### config.mk
export PLATFORM = sky130hd
export DESIGN_NAME = rv32_decode_stage
export DESIGN_NICKNAME = d
export VERILOG_FILES = /design/src/rtl/rv32_pkg.sv /design/src/rtl/rv32_decode_comb.sv /design/src/rtl/rv32_decode_stage.sv
export SDC_FILE = /design/constraint.sdc
export NUM_CORES = 1
export LEC_CHECK = 0
export CORE_AREA = 2 2 117 119
export CTS_CLUSTER_SIZE = 12
export DETAILED_ROUTE_END_ITERATION = 10
export DIE_AREA = 0 0 119 121
export GPL_TIMING_DRIVEN = 0
export HOLD_SLACK_MARGIN = 0.12
export PLACE_DENSITY = 0.76
export SYNTH_ARGS = -nofsm -noshare
export SYNTH_HDL_FRONTEND = slang
export SYNTH_SLANG_ARGS = --single-unit
export TNS_END_PERCENT = 30
### constraint.sdc
create_clock -name clk -period 3.8 [get_ports clk]
set_input_delay 0.76 -clock clk [delete_from_list [all_inputs] [get_ports clk]]
set_output_delay 0.76 -clock clk [all_outputs]
set_load 0.005 [all_outputs]
### src/rtl/rv32_pkg.sv
// RV32I decode types: ALU operation encoding, control bundle, opcode constants.
// Latency: n/a (type and constant definitions only).
// Backpressure: n/a.
package rv32_pkg;

    typedef enum logic [3:0] {
        ALU_ADD    = 4'd0,
        ALU_SUB    = 4'd1,
        ALU_AND    = 4'd2,
        ALU_OR     = 4'd3,
        ALU_XOR    = 4'd4,
        ALU_SLT    = 4'd5,
        ALU_SLTU   = 4'd6,
        ALU_SLL    = 4'd7,
        ALU_SRL    = 4'd8,
        ALU_SRA    = 4'd9,
        ALU_PASS_B = 4'd10
    } aluop_t;

    typedef struct packed {
        logic       alu_src;
        logic       alu_a_pc;
        logic       mem_read;
        logic       mem_write;
        logic       mem_to_reg;
        logic       reg_write;
        logic       branch;
        logic       jal;
        logic       jalr;
        logic [2:0] br_cond;
        logic [2:0] mem_size;
        aluop_t     alu_op;
    } ctrl_t;

    localparam logic [6:0] OPC_OP     = 7'b0110011;
    localparam logic [6:0] OPC_OP_IMM = 7'b0010011;
    localparam logic [6:0] OPC_LOAD   = 7'b0000011;
    localparam logic [6:0] OPC_STORE  = 7'b0100011;
    localparam logic [6:0] OPC_BRANCH = 7'b1100011;
    localparam logic [6:0] OPC_JAL    = 7'b1101111;
    localparam logic [6:0] OPC_JALR   = 7'b1100111;
    localparam logic [6:0] OPC_LUI    = 7'b0110111;
    localparam logic [6:0] OPC_AUIPC  = 7'b0010111;
    localparam logic [6:0] OPC_FENCE  = 7'b0001111;

    localparam logic [6:0] F7_ZERO = 7'b0000000;
    localparam logic [6:0] F7_ALT  = 7'b0100000;

    // Control bundle of a bubble: no side effects, ALU defaults to ADD.
    function automatic ctrl_t ctrl_nop();
        ctrl_t c;
        c        = '0;
        c.alu_op = ALU_ADD;
        return c;
    endfunction

endpackage

### src/rtl/rv32_decode_comb.sv
// Pure combinational RV32I decoder: control bundle, immediate, operand usage, illegal flag.
// Latency: 0 cycles (combinational).
// Backpressure: none; the enclosing stage decides when results are captured.
module rv32_decode_comb
    import rv32_pkg::*;
#(
    parameter int XLEN = 32
) (
    input  logic [31:0]     i_instr,
    output ctrl_t           o_ctrl,
    output logic [XLEN-1:0] o_imm,
    output logic            o_uses_rs1,
    output logic            o_uses_rs2,
    output logic            o_illegal
);

    logic [6:0]  w_opc;
    logic [2:0]  w_f3;
    logic [6:0]  w_f7;
    logic [31:0] w_imm_i, w_imm_s, w_imm_b, w_imm_u, w_imm_j;

    assign w_opc = i_instr[6:0];
    assign w_f3  = i_instr[14:12];
    assign w_f7  = i_instr[31:25];

    assign w_imm_i = {{20{i_instr[31]}}, i_instr[31:20]};
    assign w_imm_s = {{20{i_instr[31]}}, i_instr[31:25], i_instr[11:7]};
    assign w_imm_b = {{19{i_instr[31]}}, i_instr[31], i_instr[7], i_instr[30:25], i_instr[11:8], 1'b0};
    assign w_imm_u = {i_instr[31:12], 12'b0};
    assign w_imm_j = {{11{i_instr[31]}}, i_instr[31], i_instr[19:12], i_instr[20], i_instr[30:21], 1'b0};

    // Opcode/funct decode; an illegal encoding collapses to the bubble bundle.
    always_comb begin
        logic [31:0] w_imm32;
        ctrl_t       w_c;
        w_c        = ctrl_nop();
        w_imm32    = '0;
        o_uses_rs1 = 1'b0;
        o_uses_rs2 = 1'b0;
        o_illegal  = 1'b0;
        unique case (w_opc)
            OPC_OP: begin
                w_c.reg_write = 1'b1;
                o_uses_rs1    = 1'b1;
                o_uses_rs2    = 1'b1;
                case (w_f3)
                    3'b000:  w_c.alu_op = (w_f7 == F7_ALT) ? ALU_SUB : ALU_ADD;
                    3'b001:  w_c.alu_op = ALU_SLL;
                    3'b010:  w_c.alu_op = ALU_SLT;
                    3'b011:  w_c.alu_op = ALU_SLTU;
                    3'b100:  w_c.alu_op = ALU_XOR;
                    3'b101:  w_c.alu_op = (w_f7 == F7_ALT) ? ALU_SRA : ALU_SRL;
                    3'b110:  w_c.alu_op = ALU_OR;
                    default: w_c.alu_op = ALU_AND;
                endcase
                if (!(w_f7 == F7_ZERO || (w_f7 == F7_ALT && (w_f3 == 3'b000 || w_f3 == 3'b101))))
                    o_illegal = 1'b1;
            end
            OPC_OP_IMM: begin
                w_c.alu_src   = 1'b1;
                w_c.reg_write = 1'b1;
                o_uses_rs1    = 1'b1;
                w_imm32       = w_imm_i;
                case (w_f3)
                    3'b000:  w_c.alu_op = ALU_ADD;
                    3'b001:  w_c.alu_op = ALU_SLL;
                    3'b010:  w_c.alu_op = ALU_SLT;
                    3'b011:  w_c.alu_op = ALU_SLTU;
                    3'b100:  w_c.alu_op = ALU_XOR;
                    3'b101:  w_c.alu_op = (w_f7 == F7_ALT) ? ALU_SRA : ALU_SRL;
                    3'b110:  w_c.alu_op = ALU_OR;
                    default: w_c.alu_op = ALU_AND;
                endcase
                if (w_f3 == 3'b001 && w_f7 != F7_ZERO)
                    o_illegal = 1'b1;
                if (w_f3 == 3'b101 && w_f7 != F7_ZERO && w_f7 != F7_ALT)
                    o_illegal = 1'b1;
            end
            OPC_LOAD: begin
                w_c.alu_src    = 1'b1;
                w_c.mem_read   = 1'b1;
                w_c.mem_to_reg = 1'b1;
                w_c.reg_write  = 1'b1;
                w_c.mem_size   = w_f3;
                o_uses_rs1     = 1'b1;
                w_imm32        = w_imm_i;
                if (w_f3 == 3'b011 || w_f3 == 3'b110 || w_f3 == 3'b111)
                    o_illegal = 1'b1;
            end
            OPC_STORE: begin
                w_c.alu_src   = 1'b1;
                w_c.mem_write = 1'b1;
                w_c.mem_size  = w_f3;
                o_uses_rs1    = 1'b1;
                o_uses_rs2    = 1'b1;
                w_imm32       = w_imm_s;
                if (w_f3[2] || w_f3 == 3'b011)
                    o_illegal = 1'b1;
            end
            OPC_BRANCH: begin
                w_c.branch  = 1'b1;
                w_c.br_cond = w_f3;
                o_uses_rs1  = 1'b1;
                o_uses_rs2  = 1'b1;
                w_imm32     = w_imm_b;
                case (w_f3[2:1])
                    2'b00:   w_c.alu_op = ALU_SUB;
                    2'b10:   w_c.alu_op = ALU_SLT;
                    2'b11:   w_c.alu_op = ALU_SLTU;
                    default: o_illegal  = 1'b1;
                endcase
            end
            OPC_JAL: begin
                w_c.jal       = 1'b1;
                w_c.reg_write = 1'b1;
                w_imm32       = w_imm_j;
            end
            OPC_JALR: begin
                w_c.jalr      = 1'b1;
                w_c.alu_src   = 1'b1;
                w_c.reg_write = 1'b1;
                o_uses_rs1    = 1'b1;
                w_imm32       = w_imm_i;
                if (w_f3 != 3'b000)
                    o_illegal = 1'b1;
            end
            OPC_LUI: begin
                w_c.alu_src   = 1'b1;
                w_c.reg_write = 1'b1;
                w_c.alu_op    = ALU_PASS_B;
                w_imm32       = w_imm_u;
            end
            OPC_AUIPC: begin
                w_c.alu_src   = 1'b1;
                w_c.alu_a_pc  = 1'b1;
                w_c.reg_write = 1'b1;
                w_imm32       = w_imm_u;
            end
            OPC_FENCE: begin
            end
            default: o_illegal = 1'b1;
        endcase
        if (o_illegal)
            w_c = ctrl_nop();
        o_ctrl = w_c;
        o_imm  = XLEN'($signed(w_imm32));
    end

endmodule

### src/rtl/rv32_decode_stage.sv
// Registered RV32I decode stage with load-use interlock, flush and illegal-encoding handling.
// Latency: 1 cycle from ID accept to ex_valid.
// Backpressure: EX register holds while ex_ready=0 and ex_valid=1; id_ready drops on stall or hazard.
module rv32_decode_stage
    import rv32_pkg::*;
#(
    parameter int XLEN         = 32,
    parameter bit HAZARD_EN    = 1'b1,
    parameter bit ILLEGAL_TRAP = 1'b1,
    parameter int CNT_W        = 16
) (
    input  logic             clk,
    input  logic             rst,
    input  logic             id_valid,
    input  logic [31:0]      id_instr,
    input  logic [XLEN-1:0]  id_pc,
    output logic             id_ready,
    input  logic             flush,
    input  logic             ex_ready,
    output logic             ex_valid,
    output ctrl_t            ex_ctrl,
    output logic [XLEN-1:0]  ex_imm,
    output logic [XLEN-1:0]  ex_pc,
    output logic [4:0]       ex_rs1,
    output logic [4:0]       ex_rs2,
    output logic [4:0]       ex_rd,
    output logic             ex_illegal,
    output logic [CNT_W-1:0] stall_cnt
);

    ctrl_t             w_ctrl;
    logic [XLEN-1:0]   w_imm;
    logic              w_uses_rs1, w_uses_rs2, w_illegal;
    logic [4:0]        w_rs1, w_rs2, w_rd;
    logic              w_adv, w_hz;

    logic              r_valid, r_illegal;
    ctrl_t             r_ctrl;
    logic [XLEN-1:0]   r_imm, r_pc;
    logic [4:0]        r_rs1, r_rs2, r_rd;
    logic [CNT_W-1:0]  r_stall_cnt;

    rv32_decode_comb #(.XLEN(XLEN)) u_dec (
        .i_instr    (id_instr),
        .o_ctrl     (w_ctrl),
        .o_imm      (w_imm),
        .o_uses_rs1 (w_uses_rs1),
        .o_uses_rs2 (w_uses_rs2),
        .o_illegal  (w_illegal)
    );

    assign w_rs1 = id_instr[19:15];
    assign w_rs2 = id_instr[24:20];
    assign w_rd  = id_instr[11:7];

    // EX register can take a new entry when it is empty or being consumed.
    assign w_adv = ex_ready | ~r_valid;

    // A load in EX whose destination feeds the instruction in ID must wait one cycle.
    assign w_hz = HAZARD_EN & id_valid & r_valid & r_ctrl.mem_read & (r_rd != 5'd0) &
                  ((w_uses_rs1 & (w_rs1 == r_rd)) | (w_uses_rs2 & (w_rs2 == r_rd)));

    // A flushed instruction is always dropped, even while EX is stalled.
    assign id_ready = flush | (w_adv & ~w_hz);

    // EX pipeline register: flush beats hazard bubble beats normal issue.
    always_ff @(posedge clk or posedge rst) begin
        if (rst) begin
            r_valid     <= 1'b0;
            r_illegal   <= 1'b0;
            r_ctrl      <= ctrl_nop();
            r_imm       <= '0;
            r_pc        <= '0;
            r_rs1       <= '0;
            r_rs2       <= '0;
            r_rd        <= '0;
            r_stall_cnt <= '0;
        end else if (w_adv) begin
            if (flush) begin
                r_valid   <= 1'b0;
                r_illegal <= 1'b0;
            end else if (w_hz) begin
                r_valid   <= 1'b0;
                r_illegal <= 1'b0;
                if (r_stall_cnt != {CNT_W{1'b1}})
                    r_stall_cnt <= r_stall_cnt + CNT_W'(1);
            end else begin
                r_valid   <= id_valid & ~(w_illegal & ~ILLEGAL_TRAP);
                r_illegal <= id_valid & w_illegal & ILLEGAL_TRAP;
                r_ctrl    <= w_ctrl;
                r_imm     <= w_imm;
                r_pc      <= id_pc;
                r_rs1     <= w_rs1;
                r_rs2     <= w_rs2;
                r_rd      <= w_rd;
            end
        end
    end

    assign ex_valid   = r_valid;
    assign ex_illegal = r_illegal;
    assign ex_ctrl    = r_ctrl;
    assign ex_imm     = r_imm;
    assign ex_pc      = r_pc;
    assign ex_rs1     = r_rs1;
    assign ex_rs2     = r_rs2;
    assign ex_rd      = r_rd;
    assign stall_cnt  = r_stall_cnt;

endmodule

==> results by group <==
Outcome
  • Outcome: finished, final reports clean

CTS
  • Cts bufs inserted: 17
  • Clk pin slew, worst setup/hold paths: 0.05 ns
  • Cts hold-fix bufs: 0
  • CTS tree: yes
  • Clock sink count: 115
  • Number of H-tree levels: 4
  • Root Driver: clkbuf_16
  • Clk_lat worst skew: 0.42 ns
  • Worst-case clock buffer depth: 2

Setup path
  • Crit path kind: in -> out
  • Setup crit end kind: output pin
  • Crit Path Max Fanout: 7
  • Data required, critical path: 3.04 ns
  • Setup crit start kind: input pin
  • Arr. time, crit path: 2.91 ns

Global routing
  • GRT overflow: 0
  • GRT Resource Usage Total: 23.7%
  • Vias in the first global route: 5,259
  • Initial antenna violation count: 0
  • Global-route wire length before repair: 26.8 mm
  • Largest net degree at the start of global routing: 45

STA
  • Crit path time final: 3.67 ns
  • Fmax: 272 MHz
  • Worst-Margin Slew: 0.904 ns
  • RSZ-0062 raised after global routing: false
  • Slew headroom: 39.7%
  • Endpoints failing setup: 0
  • Fin worst setup slack: 0.130 ns
  • Slew Limit Fails: 0
  • Final hold vios: 0
  • Skew final: 0.0180 ns
  • Final period util: 96.6%

Logic synthesis
  • Synth Area in Adders: 0.235%
  • Post-Syn Area per Cell: 8.99 um2
  • Post-synthesis cell area: 5320 um2
  • Synth Area in Simple Gates: 25.8%
  • Synth Instances: 591
  • Xor-xnor portion of the synthesized cell area: 4.12%
  • Syn_nets: 661
  • Largest family of logic cells by synthesized area: simple AND/OR/NAND/NOR gates
  • YS warnings: 0
  • Compound-Gate Fraction of Synth Area: 11.5%
  • Mux share of post-synthesis cell area: 0%
  • Top_reg_cell synth: dfrtp_1
  • Ys async rst share: 100%
  • #FFs+latches synth: 115
  • Number of distinct library cells after synthesis: 56
  • Post-synth EDFFs: 0
  • Sequential cell area fraction in the yosys report: 54.1%

Power
  • VDD IR-drop max: 0.253 mV
  • Power per standard cell area: 452 nW/um2
  • P_leak: 3.59 nW
  • Tot Pwr: 3.65 mW

Layout
  • Nets: 868
  • Layout cells sized above 1: 8.89%
  • Final Util: 61.8%
  • Antenna cell count: 0
  • Most frequent cells in the layout: nand2_1, clkdlybuf4s50_1, dfrtp_1, nor2_1
  • Area delta synth->final: 52.2%
  • Most common cell after layout, fill and taps aside: nand2_1
  • Fin cells: 986

Floorplan
  • Row count: 42
  • Core area: 13,100 um2
  • Die Span Y: 121 um
  • Die area: 14,400 um2
  • Die span in x: 119 um
  • Starting density of the core: 40.6%
  • IO Count: 186

Hold path
  • HP Class: reg -> reg

Detailed routing
  • Residual DRC: 0
  • Initial DRC Count: 304
  • Via Count: 5,137
  • Drt first pass iters: 5
  • WL final: 16.9 mm
  • Vias/cell: 5.21
  • Antenna-violating nets left: 0
  • Per-cell routed wire length: 17.2 um

Place
  • Routability cong.: 0.855
  • IO buf count: 183
  • DP HPWL: 12.7 mm
  • DP Worst Slack: -0.0287 ns
  • Dpl cells: 952

Flow run
  • Maxcap violations: 0
-- logic make-up (layout without fill, tap and decap cells) --
group | count (synthesis) | count (layout)
adders and majority gates | 1 | 1
buffers and inverters | 40 | 259
and+or+nand+nor | 322 | 322
DFF | 115 | 115
AOI/OAI and AO/OA | 88 | 88
xor gates and xnor gates | 25 | 25
-- critical path, stage by stage --
cell             delay [ns]
clkdlybuf4s50_1        0.63
nand3b_1               0.23
a211oi_2               0.37
a31oi_1                0.14
or2_2                  0.29
clkdlybuf4s50_1        0.49
-- routing by layer --
layer  global-route usage, %  routed length (um)
met2                    40.2                8410
met3                    5.87                1040
met1                    29.2                7060
met5                       0                   0
met4                    9.08                 411
-- worst paths after layout --
path | startpoint | slack (ns) | to | cells past startpoint
worst max-delay path | id_instr[6] | 0.13 | id_ready | 6
worst min-delay path | ex_imm[6]$_DFFE_PP0P_ | 0.47 | ex_imm[6]$_DFFE_PP0P_ | 2
worst max register to register | ex_rd[3]$_DFFE_PP0P_ | 1.28 | ex_imm[2]$_DFFE_PP0P_ | 8
worst min register to register | ex_imm[6]$_DFFE_PP0P_ | 0.47 | ex_imm[6]$_DFFE_PP0P_ | 2
max in group asynchronous | rst | 2.32 | ex_ctrl[16]$_DFFE_PP0P_ | 3
min in group asynchronous | rst | 0.82 | ex_pc[4]$_DFFE_PP0P_ | 2
-- registers in the layout, indices dropped and copies added, names as in the netlist --
register / flops
ex_illegal: 1
ex_pc: 32
ex_rd: 5
ex_rs1: 5
stall_cnt: 16
ex_ctrl: 18
ex_rs2: 5
ex_valid: 1
ex_imm: 32
-- Yosys cell counts, types with 2 or more instances --
cell type	instances	share of area [%]
nand2_1	218	15
dfrtp_1	115	54
nor2_1	36	2.5
a21oi_1	19	1.8
nand3_1	19	1.8
xnor2_1	19	3.1
o21ai_0	16	1.5
a31oi_1	14	1.6
buf_2	14	1.3
nor3_1	12	1.1
o31ai_1	12	1.7
clkbuf_1	11	0.78
buf_6	6	1.3
inv_1	6	0.42
nand4_1	6	0.71
xor2_1	6	0.99
a221oi_1	4	0.66
o41ai_1	4	0.66
and2_1	3	0.35
buf_4	3	0.42
nand2b_1	3	0.35
nor2b_1	3	0.35
or2_2	3	0.35
a32oi_1	2	0.33
and3_1	2	0.24
and4_1	2	0.33
nand3b_1	2	0.28
nand4b_1	2	0.33
or4_1	2	0.28
-- per-stage QoR --
step / hold slack [ns] / setup TNS (ns) / instance area, um2
finish: 0.473 / 0 / 8090
global route: 0.494 / 0 / 8090
CTS: 0.475 / 0 / 8060
detailed placement: 0.462 / -0.0287 / 7410
global placement: 0.456 / -0.00602 / 7370
floorplan: 0.460 / 0 / 5320
-- power by group --
part	switching [mW]	internal [mW]
sequential	0.0604	1.32
combinational	0.264	0.311
clock	0.544	1.16
total	0.869	2.79
-- cell type report --
cell class                 count  area [um2]
clock buffer                  21         480
tap                          176         220
sequential                   115        2880
clock inverter                10         154
inverter                       6        26.3
timing repair buffer         188        1900
buffer                        34         204
multi-input combinational    436        2230
fill                        1071        5000
-- repair_timing --
action	4_1_cts	5_1_grt
setup endpoints to repair	1	1
setup buffers	1	2
pin swaps	0	1
hold endpoints to repair	0	0
resized for setup	1	4
(Power assumes the default switching activity.)
